`src/rtl/sn74_updown_counter_n.sv`:
```
// sn74_updown_counter_n
// Parametrised synchronous up/down counter with cascade enables, synchronous
// clear/load and three terminal-count behaviours (wrap, saturate, reload).
//
// Ports:
//   clk    rising-edge clock, the only clock for all state
//   nclr   asynchronous active-low reset (q <= RESET_VALUE, wrap <= 0)
//   sclr   synchronous clear, highest synchronous priority
//   nload  synchronous parallel load of d (clamped to MODULUS-1), active-low
//   d      load / auto-reload value
//   enp    parallel count enable
//   ent    trickle count enable, also gates tc
//   up     direction, 1 = up, 0 = down
//   mode   00/11 wrap, 01 saturate, 10 auto-reload
//   q      counter value, always in 0..MODULUS-1
//   tc     combinational terminal count: ent & (q == terminal value)
//   wrap   registered one-cycle pulse following a terminal crossing
module sn74_updown_counter_n #(
  parameter int WIDTH       = 4,
  parameter int MODULUS     = 16,
  parameter int RESET_VALUE = 0
) (
  input  logic             clk,
  input  logic             nclr,
  input  logic             sclr,
  input  logic             nload,
  input  logic [WIDTH-1:0] d,
  input  logic             enp,
  input  logic             ent,
  input  logic             up,
  input  logic [1:0]       mode,
  output logic [WIDTH-1:0] q,
  output logic             tc,
  output logic             wrap
);

  localparam int               MAX_I    = MODULUS - 1;
  localparam int               ONE_I    = 1;
  localparam logic [WIDTH-1:0] MAX_V    = MAX_I[WIDTH-1:0];
  localparam logic [WIDTH-1:0] ONE_V    = ONE_I[WIDTH-1:0];
  localparam logic [WIDTH-1:0] RST_V    = RESET_VALUE[WIDTH-1:0];
  // One extra bit so MODULUS == 2^WIDTH is representable in the clamp compare.
  localparam logic [WIDTH:0]   MOD_V    = MODULUS[WIDTH:0];
  localparam logic [1:0]       MODE_SAT = 2'b01;
  localparam logic [1:0]       MODE_RLD = 2'b10;

  logic [WIDTH-1:0] count_q, count_d;
  logic             wrap_q, wrap_d;
  logic [WIDTH-1:0] dc_s;
  logic [WIDTH-1:0] tv_s;
  logic             at_tv_s;
  logic             step_s;

  // Out-of-range load values are clamped so q never leaves 0..MODULUS-1.
  assign dc_s    = ({1'b0, d} >= MOD_V) ? MAX_V : d;
  // Terminal value follows the live direction input.
  assign tv_s    = up ? MAX_V : {WIDTH{1'b0}};
  assign at_tv_s = (count_q == tv_s);
  assign step_s  = enp & ent;

  assign q    = count_q;
  assign tc   = ent & at_tv_s;
  assign wrap = wrap_q;

  // Next-state selection in priority order: clear, load, count step, hold.
  always_comb begin
    count_d = count_q;
    wrap_d  = 1'b0;
    if (sclr) begin
      count_d = {WIDTH{1'b0}};
    end else if (!nload) begin
      count_d = dc_s;
    end else if (step_s) begin
      if (!at_tv_s) begin
        // Away from the terminal value a step can never leave the range.
        count_d = up ? (count_q + ONE_V) : (count_q - ONE_V);
      end else begin
        case (mode)
          MODE_SAT: begin
            count_d = count_q;
          end
          MODE_RLD: begin
            count_d = dc_s;
            wrap_d  = 1'b1;
          end
          default: begin
            count_d = up ? {WIDTH{1'b0}} : MAX_V;
            wrap_d  = 1'b1;
          end
        endcase
      end
    end else begin
      count_d = count_q;
    end
  end

  // State register with asynchronous clear.
  always_ff @(posedge clk or negedge nclr) begin
    if (!nclr) begin
      count_q <= RST_V;
      wrap_q  <= 1'b0;
    end else begin
      count_q <= count_d;
      wrap_q  <= wrap_d;
    end
  end

endmodule

```
`config.mk`:
```
export PLATFORM = sky130hd
export DESIGN_NAME = sn74_updown_counter_n
export DESIGN_NICKNAME = d
export VERILOG_FILES = /design/src/rtl/sn74_updown_counter_n.sv
export SDC_FILE = /design/constraint.sdc
export NUM_CORES = 1
export LEC_CHECK = 0
export CAP_MARGIN = 20
export CORE_AREA = 2 2 39 41
export DETAILED_ROUTE_END_ITERATION = 10
export DIE_AREA = 0 0 41 43
export MAX_ROUTING_LAYER = met4
export PLACE_DENSITY_LB_ADDON = 0.08
export REMOVE_ABC_BUFFERS = 1
export SYNTH_ARGS = -nofsm -noshare
export SYNTH_HDL_FRONTEND = slang
export SYNTH_SLANG_ARGS = --single-unit
```
`constraint.sdc`:
```
create_clock -name clk -period 3.5 [get_ports clk]
set_input_delay 0.525 -clock clk [delete_from_list [all_inputs] [get_ports clk]]
set_output_delay 0.525 -clock clk [all_outputs]
set_load 0.1 [all_outputs]
```
# Word-level counts from Yosys, hierarchy flattened

Cells that the tools add are included.

Logic and storage cells: 25
Flip-flop bits (word level): 5
Input port bits: 13
Output and inout bits: 6

Equal/unequal tests: 5
Bitwise operators: 2
Reduce and logical (&&, ||, !) cells: 1
Multiplexer cells: 13
Add/subtract/negate cells: 2

Operator list:

| cell                                                  | number |
|---|---|
| 2-to-1 mux 4 bit                                      | 7 |
| case mux 4 bit (2 select lines)                       | 1 |
| 2-to-1 mux 1 bit                                      | 5 |
| adder 4 x 1 -> 4 bit, second input constant           | 1 |
| == test 4 bit                                         | 1 |
| inequality test 4 bit, second input constant          | 1 |
| subtractor 4 x 1 -> 4 bit, second input constant      | 1 |
| inequality test 3 x 2 -> 1 bit, second input constant | 1 |
| AND 1 bit                                             | 2 |
| == test 2 x 1 -> 1 bit, second input constant         | 1 |
| == test 2 bit, second input constant                  | 1 |
| AND reduction 2 bit                                   | 1 |

# Longest topological paths before layout

Gate-level depths: netlist (run 1).

Depth after elaboration: 6
Depth in mapped cells: 7
Depth with buffers taken out: 7

# Worst setup path after synthesis (run 1)

OpenSTA, ideal clock, no wires.

Path kind: register -> output
Start point: register count_q[2] (netlist: q[2])
End point: output port tc
Path slack: 0.146 ns
Required time: 2.975 ns
Arrival: 2.829 ns
Cell stages (with the launch flop): 5
Path through: dfrtp_1 ha_1 nand2_1 a21o_4 nor2_1

Longest elaborated chain between the ends: 2

RTL lines:

| what                   | RTL line | source |
|---|---|---|
| from (decl)            | 47       | `logic [WIDTH-1:0] count_q, count_d;` |
| from (signal assigned) | 103      | `count_q <= count_d;` |
| == test 4 bit          | 58       | `assign at_tv_s = (count_q == tv_s);` |
| AND 1 bit              | 62       | `assign tc = ent & at_tv_s;` |
| to (decl)              | 33       | `output logic tc,` |

Every way passes these cells.

# Worst setup path in the final report (run 1)

Start point: input port up
End point: output port tc

Longest elaborated chain between the ends: 3

RTL lines:

| what             | RTL line | source |
|---|---|---|
| from (decl)      | 30       | `input logic up,` |
| 2-to-1 mux 4 bit | 57       | `assign tv_s = up ? MAX_V : {WIDTH{1'b0}};` |
| == test 4 bit    | 58       |  |
| AND 1 bit        | 62       |  |

Every way passes these cells.

==> summary.md, run 1 <==
| Metric | Value |
|---|---|
| Overflow after GRT | `0` |
| TNS Setup | `0 ns` |
| Die footprint | `0.00176 mm^2` |
| Worst hold path class | `in2async` |
| Cells after Synth | `57` |
| Final Setup Violations | `0` |
| Critical Path AT | `2.39 ns` |
| Initial core utilization | `a little over a third` |
| CTS resizes | `0` |
| Die W | `41 um` |
| WL/cell | `11.5 um` |
| Vias in the first global route | `between 400 and 500` |
| Die height | `43 um` |
| Post-synth cell types | `26` |
| Worst Setup Start Kind | `input pin` |
| Final ANT Viol Nets | `0` |
| Crit path max fanout | `8` |
| # Max-Cap Violations | `0` |
| ANT cells | `0` |
| Post-route cell area | `approximately 700 um^2` |
| CP required | `2.97 ns` |
| Vias | `498` |
| P_leak | `0.328 nW` |
| Final Hold Viols | `0` |
| Worst hold slack | `0.507 ns` |
| Clock sink total | `5` |
| H-tree depth | `1` |
| Drt pass-1 iters | `2` |
| Via density | `5.24` |
| Post-synthesis area per instance | `roughly 8.5 um^2` |
| Worst-Margin Slew | `about 0.97 ns` |
| Filler cell count | `136` |
| IO Count | `19` |
| Largest buffer count on any clock path | `2` |
| CTS tree | `done` |
| Final layout net count | `96` |
| Slew headroom | `35.1%` |
| Final max-slew violation count | `0` |
| Core box area | `between 0.001 and 0.0015 mm^2` |
| Global-route wire length before repair | `1.94 mm` |
| Peak Freq | `about 0.34 GHz` |
| Crit path time final | `2.92 ns` |
| Unrepaired setup endpoints after global routing | `no` |
| DRC | `0` |
| Fin crit share | `a little over four fifths` |
| TritonCTS buffer count | `3` |
| Status | `complete, no violations` |
| GP Congestion | `0.772` |
| Pwr dens | `393 mW/mm^2` |
| Worst Skew | `between 0.002 and 0.003 ns` |
| Sequential area share after synthesis | `25.8%` |
| GRT Util Overall | `about 17%` |
| Total wire length | `1.09 mm` |
| Root Driver | `clkbuf_4` |
| Layout area overhead | `48.8%` |
| Post-CTS Setup Bufs | `0` |
| R2R setup slack | `1.56 ns` |
| IO buf count | `18` |
| Worst-case vdd ir drop | `0.000343 V` |
| Fraction of layout instances using a drive strength above 1 | `8.86%` |
| Area after DPL | `approximately 700 um^2` |
| Synthesized flop and latch total | `5` |
| Number of synthesis warnings | `0` |
| Initial antenna violation count | `0` |
| Clock Latency Late Sink | `roughly 0.24 ns` |
| Clock transition at path regs | `0.04 ns` |
| Rows | `14` |
| Post-Syn Area | `484 um^2` |
| Crit end category | `primary output` |
| 1st-iter DRT viols | `5` |
| CTS hold repair buffers | `0` |
| Largest net degree at the start of global routing | `10` |
| Kind of critical path | `in2out` |
## where the power goes
| part | total [mW] | internal (mW) | switching, mW | leakage [nW] |
|---|---|---|---|---|
| registers | 0.0737 | 0.0642 | 0.00954 | 0.0655 |
| clock network | 0.0660 | 0.0431 | 0.0230 | 0.0150 |
| logic | 0.144 | 0.0530 | 0.0906 | 0.248 |
## registers in the layout, summed over array words and instances (netlist names)
register  cells
wrap          1
q             4
## worst paths after layout
check	start	cells past startpoint	endpoint
worst max-delay path	up	7	tc
worst min-delay path	nclr	1	q[0]
worst max register to register	q[0]	4	q[3]
worst min register to register	q[2]	2	q[2]
max in group asynchronous	nclr	1	q[3]
min in group clk	q[2]	2	q[2]
## metal layers
layer / up-vias / track usage, % / part of all wire (%)
met1: 233 / 19.0 / 44
met4: 0 / 2.00 / 0
met2: 13 / 25.9 / 51
li1: 252 / - / -
met3: 0 / 9.42 / 4.9
met5: - / - / 0
## synth_stat cells
cell | n | share of area (%)
o41a_1 | 1 | 2.3
o31a_1 | 1 | 1.8
dfrtp_1 | 5 | 26
or2_2 | 1 | 1.3
xor2_1 | 1 | 1.8
a21o_1 | 1 | 1.6
o31ai_1 | 1 | 1.6
ha_1 | 2 | 5.2
a2111oi_0 | 1 | 1.8
or2b_1 | 1 | 1.6
a221o_1 | 2 | 4.1
a22oi_1 | 1 | 1.6
o21ai_0 | 4 | 4.1
mux2i_1 | 2 | 4.1
o21ai_1 | 1 | 1.0
fa_1 | 1 | 4.1
inv_1 | 7 | 5.4
nor2_1 | 2 | 1.6
o41ai_4 | 1 | 5.7
nand2b_1 | 4 | 5.2
a21oi_1 | 4 | 4.1
a311oi_1 | 1 | 1.8
nand3_1 | 1 | 1.0
nand2_1 | 9 | 7.0
a21o_4 | 1 | 3.1
or3_1 | 1 | 1.3
## layout make-up
class,count,area (um^2),area share [%]
Clock buffer,4,26.3,3.65
Inverter,7,26.3,3.65
Multi-Input combinational cell,45,333,46.2
Sequential cell,5,125,17.4
Tap cell,16,20.0,2.78
Timing Repair Buffer,18,190,26.4
## cells in the final DEF, fill, tap and decap left out, drive strengths merged, types with 2 or more instances in the layout
master         Yosys  routed
a21o               2       2
a21oi              4       4
a221o              2       2
clkbuf             0       4
clkdlybuf4s50      0      17
dfrtp              5       5
ha                 2       2
inv                7       7
mux2i              2       2
nand2              9       9
nand2b             4       4
nor2               2       2
o21ai              5       5
## critical path: stages
cell and delay [ns]:
clkdlybuf4s50_1 0.59, inv_1 0.15, ha_1 0.37, nand2_1 0.12, a21o_4 0.24, nor2_1 0.18
buf_12 0.20
## logic make-up (layout without fill, tap and decap cells)
| family | Yosys count | after routing | synth area share (%) |
|---|---|---|---|
| xor+xnor | 1 | 1 | 1.81 |
| mux | 2 | 2 | 4.13 |
| fa+ha+maj | 3 | 3 | 9.30 |
| buf+inv | 7 | 29 | 5.43 |
| compound gates | 20 | 20 | 34.6 |
| flops | 5 | 5 | 25.8 |
| simple gates | 19 | 19 | 18.9 |
## through the flow
step / setup slack (ns) / power [mW] / util, % / cells
global route: 0.465 / 0.304 / 52.1 / 95
CTS: 0.593 / 0.288 / 52.1 / 95
global placement: 0.651 / 0.221 / 50.2 / 91
floorplan: 0.146 / 0.174 / - / 57
finish: 0.584 / 0.283 / 52.1 / 95
detailed placement: 0.596 / 0.219 / 50.2 / 91
Note: power is estimated with default switching activity, not from simulation.
==> run 2, diff against run 1 <==
CORE_AREA = unset   (was 2 2 39 41)
CORE_UTILIZATION = 37   (was unset)
DIE_AREA = unset   (was 0 0 41 43)
clock period = 2.39 ns   (was 3.5 ns; I/O delays follow)
==> run 2 against run 1 <==
Count of clock-buffer cells in the layout is the same. Critical path depth is the same. Total power grew 52%. Combinational power grew 53%. Largest power group unchanged.
==> summary.md, run 2 (same netlist as run 1, synthesis figures left out) <==
| Metric | Value |
|---|---|
| Post-route cell area | `738 um^2 (+2.4%)` |
| Critical Path AT | `1.94 ns (-0.45 ns)` |
| CTS resizes | `0 (unchanged)` |
| Biggest regs | `q (4), wrap (1)` |
| DP Wirelength | `894 um` |
| Core Util, Final | `63.9% (+12 points)` |
| Post-Layout Cell Count | `97 (+2.1%)` |
| Fin crit share | `a little over nine tenths` |
| Crit-path max cell delay | `0.50 ns (-0.09 ns)` |
| Initial antenna violation count | `0 (unchanged)` |
| Largest buffer count on any clock path | `2 (unchanged)` |
| Die footprint | `0.00146 mm^2 (-17%)` |
| R2r worst-path depth | `4 (unchanged)` |
| Drt pass-1 iters | `4 (+2)` |
| Post-Place Setup Slack | `0.00209 ns (-0.594 ns)` |
| WL/cell | `11.4 um (-0.44%)` |
| Kind of critical path | `in2out` |
| Worst hold path class | `in2async` |
| Commonest non-fill, non-tap cells in the layout | `12 x clkdlybuf4s50_1, 9 x nand2_1, 9 x buf_4` |
| Overflow after GRT | `0 (unchanged)` |
| ANT cells | `0 (unchanged)` |
| Final max-slew violation count | `0 (unchanged)` |
| Root Driver | `clkbuf_4` |
| Unrepaired setup endpoints after global routing | `no` |
| Clock sink total | `5 (unchanged)` |
| Post-CTS Setup Bufs | `0 (unchanged)` |
| Max reg flops | `4 (unchanged)` |
| Worst-case vdd ir drop | `0.000279 V (-19%)` |
| IO Count | `19 (unchanged)` |
| Die height | `38.2 um (-11%)` |
| IO buf count | `18 (unchanged)` |
| Filler cell count | `105 (-23%)` |
| H-tree depth | `1 (unchanged)` |
| Initial core utilization | `41.9% (+6.9 points)` |
| 1st-iter DRT viols | `22 (+17)` |
| Area after DPL | `709 um^2 (+2.2%)` |
| Final Hold Viols | `0 (unchanged)` |
| Final layout net count | `100 (+4.2%)` |
| GRT Util Overall | `18.6% (+1.8 points)` |
| Clock transition at path regs | `0.05 ns (about the same)` |
| Worst Skew | `0.00597 ns (+0.00314 ns)` |
| CP required | `2.03 ns (-0.94 ns)` |
| Largest net degree at the start of global routing | `10 (unchanged)` |
| DRC | `0 (unchanged)` |
| GP Congestion | `0.841 (+8.9%)` |
| Crit path max fanout | `7 (-1)` |
| Core box area | `0.00116 mm^2 (-16%)` |
| Most common cell after layout, fill and taps aside | `clkdlybuf4s50_1` |
| Pwr Total | `0.430 mW (+52%)` |
| Crit path time final | `2.29 ns` |
| Worst setup margin | `0.0959 ns (-0.488 ns)` |
| Slew headroom | `69.8% (+35 points)` |
| Crit path cell chain | `clkdlybuf4s50_1, inv_1, ha_1, nand2_1, a21o_4, nor2_2, buf_12` |
| Die W | `38.2 um (-6.9%)` |
| P_leak | `0.355 nW (+8.1%)` |
| # Max-Cap Violations | `0 (unchanged)` |
| Worst-Margin Slew | `0.452 ns (-0.519 ns)` |
| Final ANT Viol Nets | `0 (unchanged)` |
| Largest register by flop count | `q` |
| TNS Setup | `0 ns (unchanged)` |
| Worst Setup Start Kind | `input pin` |
| Rows | `12 (-2)` |
| CTS hold repair buffers | `0 (unchanged)` |
| Peak Freq | `0.436 GHz` |
| Crit-path slowest cell | `clkdlybuf4s50_1` |
| Vias | `515 (+3.4%)` |
| Layout area overhead | `52.5%` |
| CTS tree | `done` |
| Crit end category | `primary output` |
| Status | `complete, no violations` |
| Pwr dens | `583 mW/mm^2 (+48%)` |
| Clock Latency Late Sink | `0.25 ns (about the same)` |
| Final Setup Violations | `0 (unchanged)` |
| Worst hold slack | `0.325 ns (-0.182 ns)` |
| Fraction of layout instances using a drive strength above 1 | `20.5% (+12 points)` |
| Dpl cells | `93 (+2.2%)` |
| Vias in the first global route | `446 (-10%)` |
| Via density | `5.31 (+1.3%)` |
| TritonCTS buffer count | `3 (unchanged)` |
| Global-route wire length before repair | `1.81 mm (-6.4%)` |
| Total wire length | `1.11 mm (+1.7%)` |
==> run 2: metal layers <==
metal  up-vias  share of wire (%)  track usage [%]  routed length [um]
li1        259                  -                -                   -
met1       229                 50             24.2                 551
met2        25                 43             26.7                 479
met3         2                5.4             1.74                  60
met4         0                1.4             13.4                  16
met5         -                  0                -                   0
==> run 2: power breakdown <==
part	internal, mW	switching (mW)
clock network	0.0634	0.0386
logic	0.0844	0.136
registers	0.0938	0.0145
==> run 2: critical path, delay by kind of cell <==
family,cells,cell delay [ns]
fa+ha+maj,1,0.32
simple gates,2,0.23
buf+inv,3,0.79
compound gates,1,0.23
==> run 2: worst paths after layout <==
check | from | end | slack [ns]
worst min-delay path | nclr | q[3] | 0.33
worst max-delay path | up | tc | 0.1
worst max register to register | q[0] | q[3] | 0.46
min in group clk | q[2] | q[2] | 0.51
max in group asynchronous | nclr | wrap | 1.87
worst min register to register | q[2] | q[2] | 0.51
==> run 2: layout make-up <==
cell class,instances,area [um^2],area share [%]
repair buffers,22,208,28.1
inverters,7,26.3,3.56
clock buffers,4,26.3,3.56
flip-flops and latches,5,125,16.9
multi-input cells,45,335,45.4
well taps,14,17.5,2.37
